**src/rtl/reg_text_writer.sv**
```systemverilog
// Walks the 32 register values and streams each one as a 16-character text line
// ("xNN=HHHHHHHH    ") into the character buffer, one character per accepted write.
module reg_text_writer #(
  parameter int BASE_ADDR = 0,
  parameter int ADDR_W    = 10
) (
  input  logic              clk,
  input  logic              reset,
  input  logic              start,
  input  logic [31:0]       regs_in [0:31],
  input  logic              char_ready,
  output logic              char_we,
  output logic [ADDR_W-1:0] char_addr,
  output logic [7:0]        char_data,
  output logic              busy,
  output logic              done
);

  typedef enum logic [1:0] {
    IDLE  = 2'd0,
    LOAD  = 2'd1,
    WRITE = 2'd2,
    DONE  = 2'd3
  } state_t;

  state_t      state_r;
  logic [4:0]  line_r;
  logic [3:0]  col_r;
  logic [31:0] snap_r;

  function automatic logic [7:0] hex_char(input logic [3:0] nib);
    logic [7:0] c;
    if (nib < 4'd10) begin
      c = 8'h30 + {4'h0, nib};
    end else begin
      c = 8'h37 + {4'h0, nib};
    end
    return c;
  endfunction

  function automatic logic [7:0] text_char(input logic [4:0] k, input logic [3:0] col,
                                           input logic [31:0] snap);
    logic [1:0] tens;
    logic [4:0] ones;
    logic [3:0] idx;
    logic [3:0] nib;
    logic [7:0] c;
    tens = (k >= 5'd30) ? 2'd3 : (k >= 5'd20) ? 2'd2 : (k >= 5'd10) ? 2'd1 : 2'd0;
    ones = k - 5'd10 * {3'd0, tens};
    // Column 4 carries bits [31:28], column 11 bits [3:0].
    idx  = 4'd11 - col;
    nib  = 4'(snap >> {idx[2:0], 2'b00});
    case (col)
      4'd0:    c = 8'h78;
      4'd1:    c = 8'h30 + {6'd0, tens};
      4'd2:    c = 8'h30 + {3'd0, ones};
      4'd3:    c = 8'h3D;
      4'd4, 4'd5, 4'd6, 4'd7, 4'd8, 4'd9, 4'd10, 4'd11:
               c = hex_char(nib);
      default: c = 8'h20;
    endcase
    return c;
  endfunction

  function automatic logic [ADDR_W-1:0] addr_of(input logic [4:0] k, input logic [3:0] col);
    return ADDR_W'(BASE_ADDR) + ADDR_W'({k, col});
  endfunction

  // Pass sequencer; outputs are loaded alongside the state they belong to.
  always_ff @(posedge clk or negedge reset) begin
    if (!reset) begin
      state_r   <= IDLE;
      line_r    <= 5'd0;
      col_r     <= 4'd0;
      snap_r    <= 32'd0;
      char_we   <= 1'b0;
      char_addr <= '0;
      char_data <= 8'd0;
      busy      <= 1'b0;
      done      <= 1'b0;
    end else begin
      case (state_r)
        IDLE: begin
          done <= 1'b0;
          if (start) begin
            state_r <= LOAD;
            line_r  <= 5'd0;
            busy    <= 1'b1;
          end
        end
        LOAD: begin
          snap_r    <= regs_in[line_r];
          col_r     <= 4'd0;
          char_we   <= 1'b1;
          char_addr <= addr_of(line_r, 4'd0);
          char_data <= 8'h78;
          state_r   <= WRITE;
        end
        WRITE: begin
          // A stalled write simply holds every register.
          if (char_ready) begin
            if (col_r != 4'd15) begin
              col_r     <= col_r + 4'd1;
              char_addr <= addr_of(line_r, col_r + 4'd1);
              char_data <= text_char(line_r, col_r + 4'd1, snap_r);
            end else begin
              char_we <= 1'b0;
              if (line_r != 5'd31) begin
                line_r  <= line_r + 5'd1;
                state_r <= LOAD;
              end else begin
                state_r <= DONE;
                done    <= 1'b1;
              end
            end
          end
        end
        DONE: begin
          done    <= 1'b0;
          busy    <= 1'b0;
          state_r <= IDLE;
        end
        default: begin
          char_we <= 1'b0;
          busy    <= 1'b0;
          done    <= 1'b0;
          state_r <= IDLE;
        end
      endcase
    end
  end

endmodule

```
**config.mk**
```make
export PLATFORM = sky130hd
export DESIGN_NAME = reg_text_writer
export DESIGN_NICKNAME = d
export VERILOG_FILES = /design/src/rtl/reg_text_writer.sv
export SDC_FILE = /design/constraint.sdc
export NUM_CORES = 1
export LEC_CHECK = 0
export BUFFER_PORTS_ARGS = -buffer_cell sky130_fd_sc_hd__buf_4
export CAP_MARGIN = 20
export CORE_AREA = 2 2 411 413
export CTS_CLUSTER_DIAMETER = 30
export DETAILED_ROUTE_END_ITERATION = 7
export DIE_AREA = 0 0 413 415
export PLACE_DENSITY = 0.33
export SLEW_MARGIN = 20
export SYNTH_ARGS = -nofsm -noshare
export SYNTH_HDL_FRONTEND = slang
export SYNTH_SLANG_ARGS = --single-unit
```
**constraint.sdc**
```tcl
create_clock -name clk -period 3.1 [get_ports clk]
set_clock_uncertainty 0.15 [all_clocks]
set_input_delay 0.31 -clock clk [delete_from_list [all_inputs] [get_ports clk]]
set_output_delay 0.31 -clock clk [all_outputs]
set_load 0.1 [all_outputs]
```
After elaboration in Yosys (flattened, before gate mapping) --
Index checks and enable logic that the tools add are counted.
Storage, ports and cells: flip-flop bits (word level) 64, input bits 1028, output and inout bits 21, word-level logic and storage cells 97
Cells by class: $add $sub $neg 8, $mul 1, magnitude comparators 5, eq/ne operators 22, shifts and indexed selects 1, mux-type cells 36, bitwise logic cells 1, reductions and logical operators 14
Operators by type and width (count):
- 32-bit binary-select mux with 5-bit select | 1
- 32-bit two-way mux | 2
- 7-bit case mux with 5 select lines | 1
- 32-bit by 5-bit right shift with 4-bit output | 1
- 10-bit two-way mux | 2
- 5-bit two-way mux | 4
- 10-bit case mux with 2 select lines | 1
- 4-bit by 3-bit equality test with 1-bit output, second input constant | 4
- 4-bit equality test, second input constant | 4
- 8-bit two-way mux | 2
- 8-bit case mux with 2 select lines | 1
- 6-bit by 4-bit adder with 7-bit output, first input constant | 2
- 2-bit two-way mux | 6
- 2-bit != test, second input constant | 6
- 5-bit greater-or-equal comparator, second input constant | 2
- 5-bit case mux with 2 select lines | 1
- 3-bit AND reduction | 3
- 4-bit by 2-bit equality test with 1-bit output, second input constant | 2
- 4-bit two-way mux | 2
- 2-bit case mux with 4 select lines | 1
- 4-bit case mux with 2 select lines | 1
- 2-bit nonzero test | 4
- 8-bit OR reduction | 1
- 6-bit by 2-bit adder with 7-bit output, first input constant | 1
- 24 further kinds | 33

Longest topological paths before layout --
depth in word-level cells 11, mapped depth 15

Worst setup path after synthesis --
Ideal clock, no wire load.
path kind flip-flop to flip-flop, start register col_r[0], end register char_data[6], arrival time 3302 ps, data required time 2821 ps, path slack -480 ps, cell stages (with the launch flop) 12, period minus slack after synthesis 3580 ps, cells stage by stage dfrtp_1 -> buf_6 -> buf_6 -> inv_1 -> ha_1 -> buf_1 -> mux4_2 -> mux2i_1 -> ha_1 -> o21a_1 -> nor4_1 -> a2111o_1
Between the ends: cells in the longest elaborated chain, start to end 9
Ends and longest elaborated chain:
- start, declared | line 28 | logic [3:0] col_r;
- start signal, assigned | line 103 | col_r <= col_r + 4'd1;
- 4-bit by 1-bit adder with 4-bit output | line 105 | char_data <= text_char(line_r, col_r + 4'd1, snap_r);
- 2-bit by 3-bit subtractor with 3-bit output | line 51 | idx = 4'd11 - col;
- 32-bit by 5-bit right shift with 4-bit output | line 52 | nib = 4'(snap >> {idx[2:0], 2'b00});
- 6-bit by 4-bit adder with 7-bit output, or another cell as far along | line 36 | c = 8'h37 + {4'h0, nib};
- 7-bit two-way mux | line 33 | if (nib < 4'd10) begin
- 7-bit case mux with 5 select lines | line 53 | case (col)
- 8-bit two-way mux | line 102 | if (col_r != 4'd15) begin
- 8-bit two-way mux | line 101 | if (char_ready) begin
- 8-bit case mux with 2 select lines | line 82 | case (state_r)
- end signal, assigned | line 105
- end, declared | line 14 | output logic [7:0] char_data,
Parallel ways exist; a longest one is shown, timed or not. The select of a mux whose other input is x is not followed. A chain may end at the register's enable or synchronous reset.

Worst setup path in the final report --
start register line_r[0], end register snap_r[6]
Between the ends: cells in the longest elaborated chain, start to end 4
Ends and longest elaborated chain:
- start, declared | line 27 | logic [4:0] line_r;
- start signal, assigned | line 109 | line_r <= line_r + 5'd1;
- 5-bit NOT with 6-bit output (implied by the code) | line 92 | snap_r <= regs_in[line_r];
- 32-bit binary-select mux with 5-bit select | line 92
- 32-bit two-way mux (implied by the code) (2 in a row) | line 92
- end signal, assigned | line 92
- end, declared | line 29 | logic [31:0] snap_r;
Every way passes these cells. The select of a mux whose other input is x is not followed.

==> results.toml <==
[die]
die_area_sq_mm = 0.171
std_cell_rows = 150
core_sq_mm = 0.167
die_w_um = 413
initial_core_util_pct = 6.65
die_y_um = 415
ios = 1049

[critical_path]
worst-r2r-setup-slack_ps = 110
reg2regPathDepth = 7
end_kind = "flop"
crit_end = "snap_r[6]$_DFFE_PN0P_"
cp_data_arrival_time_ps = 3100
path_cells = "buf_4 -> buf_4 -> buf_8 -> mux4_2 -> mux4_2 -> mux2i_1 -> a21oi_1"
cp-start-kind = "flop"
max_stage_delay_ps = 690
crit_path_start = "line_r[0]$_DFFE_PN0P_"
crit_required_ps = 3220
cpMaxStageDelayCell = "mux4_2"
regToRegStartpoint = "line_r[0]$_DFFE_PN0P_"
cp_max_fo = 24
critical_path_class = "flop to flop"
rr_endpoint = "snap_r[6]$_DFFE_PN0P_"

[route]
routed_wl_um = 125000
drcViolationCount = 0
routedWlPerCell_um = 31.1
viasPerCell = 3.33
drtAntennaViolNets = 0
num_vias = 13363
dr.pass1.iters = 5
drt_first_iter_violations = 779

[yosys]
synth_cell_types = 46
netlist_instances = 759
synth_ff_type = "dfrtp_1"
syn-cell-area_sq_mm = 0.0111
synth.avg_cell_area_sq_um = 14.6
synth_edf_count = 0
yosysSeqAreaShare_pct = 13.1
yosys_warnings = 0
synth-seq-cells = 58
synthArstFlopShare_pct = 100

[clock_network]
clk_pin_slew_ps = 80
root_buffer = "clkbuf_16"
cts_tree = "yes"
clock_path_buffers = 2
htree_num_levels = 3
clock-sinks = 58
cts_buffers = 9
insertion_delay_ps = 420
post_cts.repair.setup_buffers = 0

[layout]
finalNetCount = 2823
final_layout_size_suffix_gt1_share_pct = 82.4
post-route-util_pct = 13.4
area_growth_pct = 101

[sta]
max_freq_mhz = 335
hold_viol = 0
fin_setup_tns_ps = 0
final.period_utilization_pct = 96.4
min_period_ps = 2990
rsz0062_at_grt = "yes"
hold_ws_ps = 62.6
slew_headroom_pct = 44.3
worstMarginPinSlew_ps = 835
setup_viol = 0
slew_viol_final = 0
fin_ws_ps = 113

[power_and_ir_drop]
powerDensity_mw_per_mm2 = 598
vdd_ir_drop_max_v = 0.000331
p_leak_nw = 8.70
power_mw = 13.4

[outcome]
outcome = "finished, final reports clean"

[grt]
grt_pass1_vias = 14597
grt_pass1_wl_um = 156000
grt_max_degree = 76
grt_overflow = 0
grt_usage_pct = 14.0
antenna_found_initial = 97

[placed_design]
io_buffers = 1046
dp_hpwl_um = 111000
place_ws_ps = -78.1
gp_congestion = 0.883

[hold_path]
hold_path_class = "primary input to flop"

[job]
max-cap-violations = 0
[layer usage]
metal	track usage, %	up-vias	part of all wire [%]
met1	17.0	6935	40
met2	24.3	785	49
met5	0	-	0.19
li1	-	5455	-
met4	2.77	36	2.4
met3	4.33	152	8.0
[flip-flops by register name (all words and copies together), names as in the netlist]
name,cells
col_r,3
char_we,1
line_r,5
done,1
snap_r,32
busy,1
char_addr,6
state_r,2
char_data,7
[report_power, final]
group	switching (mW)	internal (mW)
sequential	0.475	1.08
combinational	5.40	5.21
clock	0.568	0.619
[synth_stat cells (all sizes together), types with 2 or more instances]
master  count  area (sq um)
clkbuf     40           151
dfrtp      58          1450
o31ai       2          15.0
nor2b       9          56.3
mux2        3          33.8
o221ai      3          26.3
and3        5          31.3
nor4        3          18.8
or3         2          12.5
nand2      30           113
xor2        5          43.8
a31oi       3          18.8
nand3       9          45.0
nand2b      4          25.0
a22o        5          43.8
nor2       42           158
mux4      328          7390
inv        11          41.3
o21ai      16          80.1
buf        58           339
o21a        2          15.0
ha         15           188
a21oi      42           210
mux2i      39           394
nor3        3          15.0
o211ai      7          52.6
o211a       2          20.0
[critical path, delay by kind of cell, from the launching register on]
| kind | cells | cell delay [ps] |
|---|---|---|
| AO/OA/AOI/OAI | 1 | 100 |
| buffers and inverters | 3 | 700 |
| flip-flops | 1 | 440 |
| multiplexers | 3 | 1390 |
[layout by cell type (no fill, tap or decap), types with 8 or more instances in the layout]
| cell type | n |
|---|---|
| mux2i_1 | 38 |
| inv_1 | 10 |
| a21oi_1 | 42 |
| nand2_1 | 30 |
| diode_2 | 24 |
| nor2b_1 | 8 |
| buf_12 | 10 |
| nor2_1 | 42 |
| clkbuf_16 | 10 |
| o21ai_0 | 14 |
| buf_4 | 1087 |
| ha_1 | 14 |
| mux4_2 | 328 |
| dfrtp_1 | 51 |
| nand3_1 | 9 |
[final cells by class]
type                       count  area (sq um)
timing repair buffer        1107          8550
clock buffer                   9           225
fill                       19002        144000
multi-input combinational    593          9150
inverter                      11          41.3
antenna                       24          60.1
tap                         2204          2760
clock inverter                 7          70.1
sequential                    58          1480
[how the worst min path moves through the flow]
stage,start,to,slack (ps),depth (start not counted)
floorplan,reset,busy$_DFFE_PN0P_,-140,0
global placement,reset,snap_r[27]$_DFFE_PN0P_,270,1
detailed placement,reset,snap_r[27]$_DFFE_PN0P_,270,1
CTS,char_ready,col_r[2]$_DFFE_PN0P_,3,2
global route,char_ready,col_r[2]$_DFFE_PN0P_,50,2
finish,char_ready,col_r[2]$_DFFE_PN0P_,60,2
[metrics by stage]
step                      cells  instance area (sq um)
after detailed placement   3970                  21800
after floorplan             760                  11100
after CTS                  3988                  22200
after global routing       4000                  22300
after global placement     3970                  21800
final                      4013                  22300
[cell families after synthesis]
kind of cell / synth area share, %
other: 0.0338
and+or+nand+nor: 4.46
DFF: 13.1
buffers and inverters: 4.79
muxes: 70.5
AOI/OAI and AO/OA: 5.00
xor gates and xnor gates: 0.474
adders and majority gates: 1.69
[repair_timing]
item,4_1_cts,5_1_grt
hold endpoints to repair,33,0
hold buffers,1,0
pin swaps,0,1
gates cloned,1,1
resized for setup,2,14
setup endpoints to repair,11,26
Note: power is estimated with default switching activity, not from simulation.
